==> src/rtl/branch_target_predictor.sv <==
// ---------------------------------------------------------------------------
// branch_target_predictor
//
// Direct-mapped branch target buffer with a 2-bit saturating counter per
// entry. It also resolves branches in the execute stage and counts
// mispredictions.
//
// The fetch side looks up the table combinationally from if_pc and returns
// the predicted next fetch PC. The execute side computes the real next PC
// from the resolving instruction and compares it with the PC that was
// predicted for it. On a mismatch it raises br_taken_cancel. The table is
// trained on the following clock edge.
//
// Parameters
//   ENTRIES  number of table entries (power of two, 2..256)
//   PRED_EN  1 = dynamic prediction, 0 = always predict fall-through
//
// Ports
//   clk, reset        clock and asynchronous active-high reset
//   if_valid, if_pc   fetch-stage lookup request
//   pred_pc           predicted next fetch PC
//   pred_taken        table hit with a taken-leaning counter
//   ex_valid          resolving instruction is valid
//   ex_is_branch      resolving instruction is a branch/jump
//   ex_cond           branch condition (1 for unconditional branches)
//   ex_pc             PC of the resolving instruction
//   ex_pred_pc        prediction that travelled with the instruction
//   ex_src1, ex_src2  operands whose sum is the branch target
//   next_PC           resolved next PC
//   br_taken_cancel   misprediction: flush and refetch from next_PC
//   mispred_cnt       running count of mispredictions
// ---------------------------------------------------------------------------
module branch_target_predictor #(
    parameter int ENTRIES = 16,
    parameter int PRED_EN = 1
) (
    input  logic        clk,
    input  logic        reset,
    input  logic        if_valid,
    input  logic [31:0] if_pc,
    output logic [31:0] pred_pc,
    output logic        pred_taken,
    input  logic        ex_valid,
    input  logic        ex_is_branch,
    input  logic        ex_cond,
    input  logic [31:0] ex_pc,
    input  logic [31:0] ex_pred_pc,
    input  logic [31:0] ex_src1,
    input  logic [31:0] ex_src2,
    output logic [31:0] next_PC,
    output logic        br_taken_cancel,
    output logic [31:0] mispred_cnt
);

    localparam int IDX = $clog2(ENTRIES);
    localparam int TAG = 30 - IDX;

    // Table storage, one slot per index.
    logic           valid_q  [ENTRIES];
    logic [TAG-1:0] tag_q    [ENTRIES];
    logic [31:0]    target_q [ENTRIES];
    logic [1:0]     ctr_q    [ENTRIES];

    logic [IDX-1:0] if_idx;
    logic [TAG-1:0] if_tag;
    logic           if_hit;

    logic [IDX-1:0] ex_idx;
    logic [TAG-1:0] ex_tag;
    logic           ex_hit;
    logic           ex_taken;
    logic [31:0]    ex_target;
    logic           do_update;

    // Fetch-side lookup. The table reads its registered contents directly.
    // A same-cycle update is therefore visible only from the next cycle.
    // Reset gates the hit so the fall-through path is used while reset is
    // held.
    always_comb begin
        if_idx     = if_pc[IDX+1:2];
        if_tag     = if_pc[31:IDX+2];
        if_hit     = if_valid & ~reset & valid_q[if_idx] & (tag_q[if_idx] == if_tag);
        pred_taken = if_hit & ctr_q[if_idx][1];
        pred_pc    = pred_taken ? target_q[if_idx] : (if_pc + 32'd4);
    end

    // Execute-side resolution. The resolved PC is compared with the PC the
    // front end actually fetched for this instruction. Any difference is a
    // misprediction, whatever the reason.
    always_comb begin
        ex_idx          = ex_pc[IDX+1:2];
        ex_tag          = ex_pc[31:IDX+2];
        ex_hit          = valid_q[ex_idx] & (tag_q[ex_idx] == ex_tag);
        ex_taken        = ex_is_branch & ex_cond;
        ex_target       = ex_src1 + ex_src2;
        next_PC         = 32'd0;
        br_taken_cancel = 1'b0;
        if (!reset) begin
            next_PC         = ex_taken ? ex_target : (ex_pc + 32'd4);
            br_taken_cancel = ex_valid & ex_is_branch & (ex_pred_pc != next_PC);
        end
        do_update = (PRED_EN != 0) & ex_valid & ex_is_branch;
    end

    // Table training. A hit nudges the counter toward the resolved direction.
    // A taken hit also refreshes the target in case it moved, e.g. for jirl.
    // A taken miss steals the slot and starts it at weakly-taken.
    // A not-taken miss changes nothing.
    // With PRED_EN = 0, do_update is constant 0, so the table stays in its
    // reset state.
    always_ff @(posedge clk or posedge reset) begin
        if (reset) begin
            for (int i = 0; i < ENTRIES; i++) begin
                valid_q[i]  <= 1'b0;
                tag_q[i]    <= '0;
                target_q[i] <= 32'd0;
                ctr_q[i]    <= 2'b01;
            end
        end else if (do_update) begin
            if (ex_hit) begin
                if (ex_taken) begin
                    target_q[ex_idx] <= ex_target;
                    if (ctr_q[ex_idx] != 2'b11) begin
                        ctr_q[ex_idx] <= ctr_q[ex_idx] + 2'b01;
                    end
                end else if (ctr_q[ex_idx] != 2'b00) begin
                    ctr_q[ex_idx] <= ctr_q[ex_idx] - 2'b01;
                end
            end else if (ex_taken) begin
                valid_q[ex_idx]  <= 1'b1;
                tag_q[ex_idx]    <= ex_tag;
                target_q[ex_idx] <= ex_target;
                ctr_q[ex_idx]    <= 2'b10;
            end
        end
    end

    // Misprediction counter. It wraps naturally at 32 bits.
    always_ff @(posedge clk or posedge reset) begin
        if (reset) begin
            mispred_cnt <= 32'd0;
        end else if (br_taken_cancel) begin
            mispred_cnt <= mispred_cnt + 32'd1;
        end
    end

endmodule

==> config.mk <==
export PLATFORM = sky130hd
export DESIGN_NAME = branch_target_predictor
export DESIGN_NICKNAME = d
export VERILOG_FILES = /design/src/rtl/branch_target_predictor.sv
export SDC_FILE = /design/constraint.sdc
export NUM_CORES = 2
export LEC_CHECK = 0
export BUFFER_PORTS_ARGS = -buffer_cell sky130_fd_sc_hd__clkbuf_2
export CAP_MARGIN = 20
export CELL_PAD_IN_SITES_DETAIL_PLACEMENT = 0
export CELL_PAD_IN_SITES_GLOBAL_PLACEMENT = 2
export CORE_MARGIN = 2
export CORE_UTILIZATION = 43
export DETAILED_ROUTE_END_ITERATION = 7
export GPL_TIMING_DRIVEN = 0
export MAX_ROUTING_LAYER = met4
export PLACE_DENSITY_LB_ADDON = 0.1
export SLEW_MARGIN = 20
export SYNTH_ARGS = -nofsm -noshare
export SYNTH_HDL_FRONTEND = slang
export SYNTH_SLANG_ARGS = --single-unit
==> constraint.sdc <==
create_clock -name clk -period 101.5 [get_ports clk]
set_clock_uncertainty 0.2 [all_clocks]
set_input_delay 30.45 -clock clk [delete_from_list [all_inputs] [get_ports clk]]
set_output_delay 30.45 -clock clk [all_outputs]
set_load 0.02 [all_outputs]
==> run_results.csv <==
group,metric,value,unit
run_status,status,"completed",
clock_network,cts_buffers,112,
final_layout,final_cells,6441,
routing,finalWirelength,211,mm
floorplan,initial_core_util,43.5,%
critical_path,crit_fanout,10,
floorplan,rows,128,
floorplan,coreArea,0.122,sq mm
sta,fmax,14.8,MHz
pwr,power.internal,815,uW
yosys,avgSynthCellArea,12.3,sq um
hold_path,min_path_type,"reg -> reg",
clock_network,cts_root_buffer,"clkbuf_16",
routing,final_antenna_net_count,0,
clock_network,holdBufCountCts,0,
pwr,combPwrFrac,20.4,%
yosys,seq_area_frac_synth,47.6,%
clock_network,ctsLongestPathBuffers,3,
clock_network,clkTransAtPathRegs,0.06,ns
placed_design,gp_congestion,0.970,
job,cap_violations,0,
floorplan,fp.dieH,355,um
global_route,overflow,0,
pwr,power_density,19.0,mW/mm^2
critical_path,crit_path_cell_trace,"clkbuf_2, buf_2, buf_2, buf_2, buf_1, mux4_2, mux4_2, xnor2_1, nand4_1, nor3_1, nand3_1, clkbuf_1, a21oi_1, clkbuf_2",
yosys,synthFlopType,"dfrtp_1",
sta,finalSetupViolations,0,
critical_path,slowest_delay,0.91,ns
placed_design,dp.final_hpwl,156,mm
pwr,clockPowerShare,36.2,%
routing,drc_errors,0,
critical_path,end_kind,"output port",
pwr,p_leak,0.0269,uW
yosys,yosys-top-cells-count,"992 x dfrtp_1, 628 x nand2_1, 520 x o21ai_0",
final_layout,layout-drive-gt1-share,32.8,%
critical_path,path_buf_inv,7,
critical_path,crit_path_start_kind,"input pin",
critical_path,crit_type,"in -> out",
floorplan,dieArea,0.126,sq mm
pwr,switching_power,348,uW
sta,maxSlewViolCount,0,
yosys,synthDistinctLibCells,81,
clock_network,cts_resized,0,
critical_path,crit_required,70.85,ns
pwr,swShare,29.9,%
routing,routedWlPerCell,32.8,um
global_route,grt_antenna_before_repair,11,
critical_path,cpMostUsedCell,"buf_2",
floorplan,chipWidth,355,um
sta,slew_headroom,14.7,%
final_layout,fill_cells,11200,
critical_path,crit_family,"buffers and inverters",
sta,hold_viol,0,
floorplan,io-pin-count,264,
clock_network,cts_post_setup_buffers_inserted,0,
yosys,ys_async_sr_fraction,100,%
global_route,grt_pass1_vias,39800,
sta,period_share,66.7,%
yosys,synth.most_common_cell,"dfrtp_1",
placed_design,place_inst,6223,
critical_path,reg2reg_depth,10,
critical_path,crit_cells,14,
global_route,grt_pass1_wl,301,mm
yosys,yosysWarnings,0,
critical_path,cp.arrival,37.09,ns
routing,vias,39700,
clock_network,htreeDepth,3,
yosys,synthCells,4308,
routing,vias_per_cell,6.17,
routing,dr.pass1.iters,5,
pwr,power.total,1160,uW
routing,drtIter0Drc,3768,
global_route,track_usage,34.5,%
final_layout,area_delta_synth_final,15.1,%
final_layout,fin_util,50.0,%
pwr,ir_drop,0.0152,mV
critical_path,cp_slowest_cell,"buf_1",
yosys,synth_area_leader_cell,"dfrtp_1",
placed_design,io_buffers,255,
sta,fin_crit,67.74,ns
clock_network,tritoncts,"built",
sta,rsz0062_at_grt,"false",
sta,worst_slew_pin_slew,1.28,ns
pwr,seqPwrFrac,43.4,%
final_layout,final_nets,4919,
global_route,grt_max_degree,52,
hold_path,whs_path_depth,2,
yosys,ys_seq_elements,1008,
clock_network,clk_latency,0.75,ns
yosys,yosysTopAreaCellShare,46.8,%
yosys,synth_edf_count,0,
clock_network,clock_sinks,1008,
yosys,synthTopCellsByArea,"dfrtp_1 47%, mux4_2 19%, mux2_2 10%",
yosys,synth_nets,4514,
yosys,syn_area,0.0530,sq mm
## state kept, by name (all words and copies together), names as in the netlist
| name | flops |
|---|---|
| tag_q | 416 |
| target_q | 512 |
| mispred_cnt | 32 |
| valid_q | 16 |
| ctr_q | 32 |
## routing by layer
layer / global-route usage [%] / share of wire [%] / up-vias
met5: - / 0 / -
met4: 13.5 / 4.5 / 0
met3: 6.07 / 6.5 / 404
met2: 54.6 / 48 / 1503
met1: 44.4 / 41 / 21100
li1: - / - / 16700
## area by class of cell
type | instances | area, sq um | area share (%)
plain buffers | 375 | 1580 | 2.58
multi-input cells | 2889 | 26300 | 43.0
flip-flops and latches | 1008 | 25200 | 41.4
clock buffers | 175 | 3320 | 5.44
inverters | 36 | 135 | 0.221
repair buffers | 291 | 1990 | 3.26
diodes | 8 | 20.0 | 0.0328
well taps | 1625 | 2030 | 3.33
clock inverters | 34 | 450 | 0.738
## kinds of logic (layout without fill, tap and decap cells)
| family | after synthesis | in the layout | share of synthesized area, % |
|---|---|---|---|
| AOI/OAI and AO/OA | 725 | 725 | 7.65 |
| xor gates and xnor gates | 181 | 181 | 3.03 |
| adders and majority gates | 40 | 40 | 0.958 |
| buffers and inverters | 411 | 911 | 3.17 |
| DFF | 1008 | 1008 | 47.6 |
| muxes | 943 | 943 | 29.2 |
| other | 0 | 8 | 0 |
| and+or+nand+nor | 1000 | 1000 | 8.38 |
## power groups by stage
stage	Clock (uW)	Sequential, uW	Combinational [uW]
after floorplan	0	502	154
after global placement	0	511	228
after detailed placement	0	510	235
after CTS	425	504	236
after global routing	442	512	253
final	421	505	237
## cell usage in the layout (no fill, tap or decap), drive strengths merged, types with 74 or more instances in the layout
master,count
o21ai,526
mux4,436
mux2,485
xor2,81
buf,157
xnor2,100
nand2,628
nor2,74
dfrtp,992
clkbuf,684
## worst min-delay path, delay by kind of cell (launching register included)
family,cells,cell delay [ns]
buffers and inverters,1,0.04
DFF,1,0.37
muxes,1,0.05
## metrics by stage
stage	setup TNS (ns)	instance area, sq um	worst slack [ns]	hold WS, ns
6_report	0	61000	33.76	0.267
5_1_grt	0	61000	33.87	0.281
4_1_cts	0	61000	34.06	0.265
3_5_place_dp	0	57200	34.07	0.255
3_3_place_gp	-55.41	56400	-7.05	0.251
2_1_floorplan	0	53000	7.92	0.242
## worst paths after layout
check | from | end | slack (ns)
worst max-delay path | if_pc[3] | pred_pc[30] | 33.76
worst min-delay path | ctr_q[30]$_DFFE_PP1P_ | ctr_q[30]$_DFFE_PP1P_ | 0.27
worst max register to register | tag_q[6]$_DFFE_PP0P_ | tag_q[112]$_DFFE_PP0P_ | 96.48
worst min register to register | ctr_q[30]$_DFFE_PP1P_ | ctr_q[30]$_DFFE_PP1P_ | 0.27
max in group asynchronous | reset | target_q[485]$_DFFE_PP0P_ | 69.15
min in group asynchronous | reset | tag_q[23]$_DFFE_PP0P_ | 30.15
(Power assumes the default switching activity.)
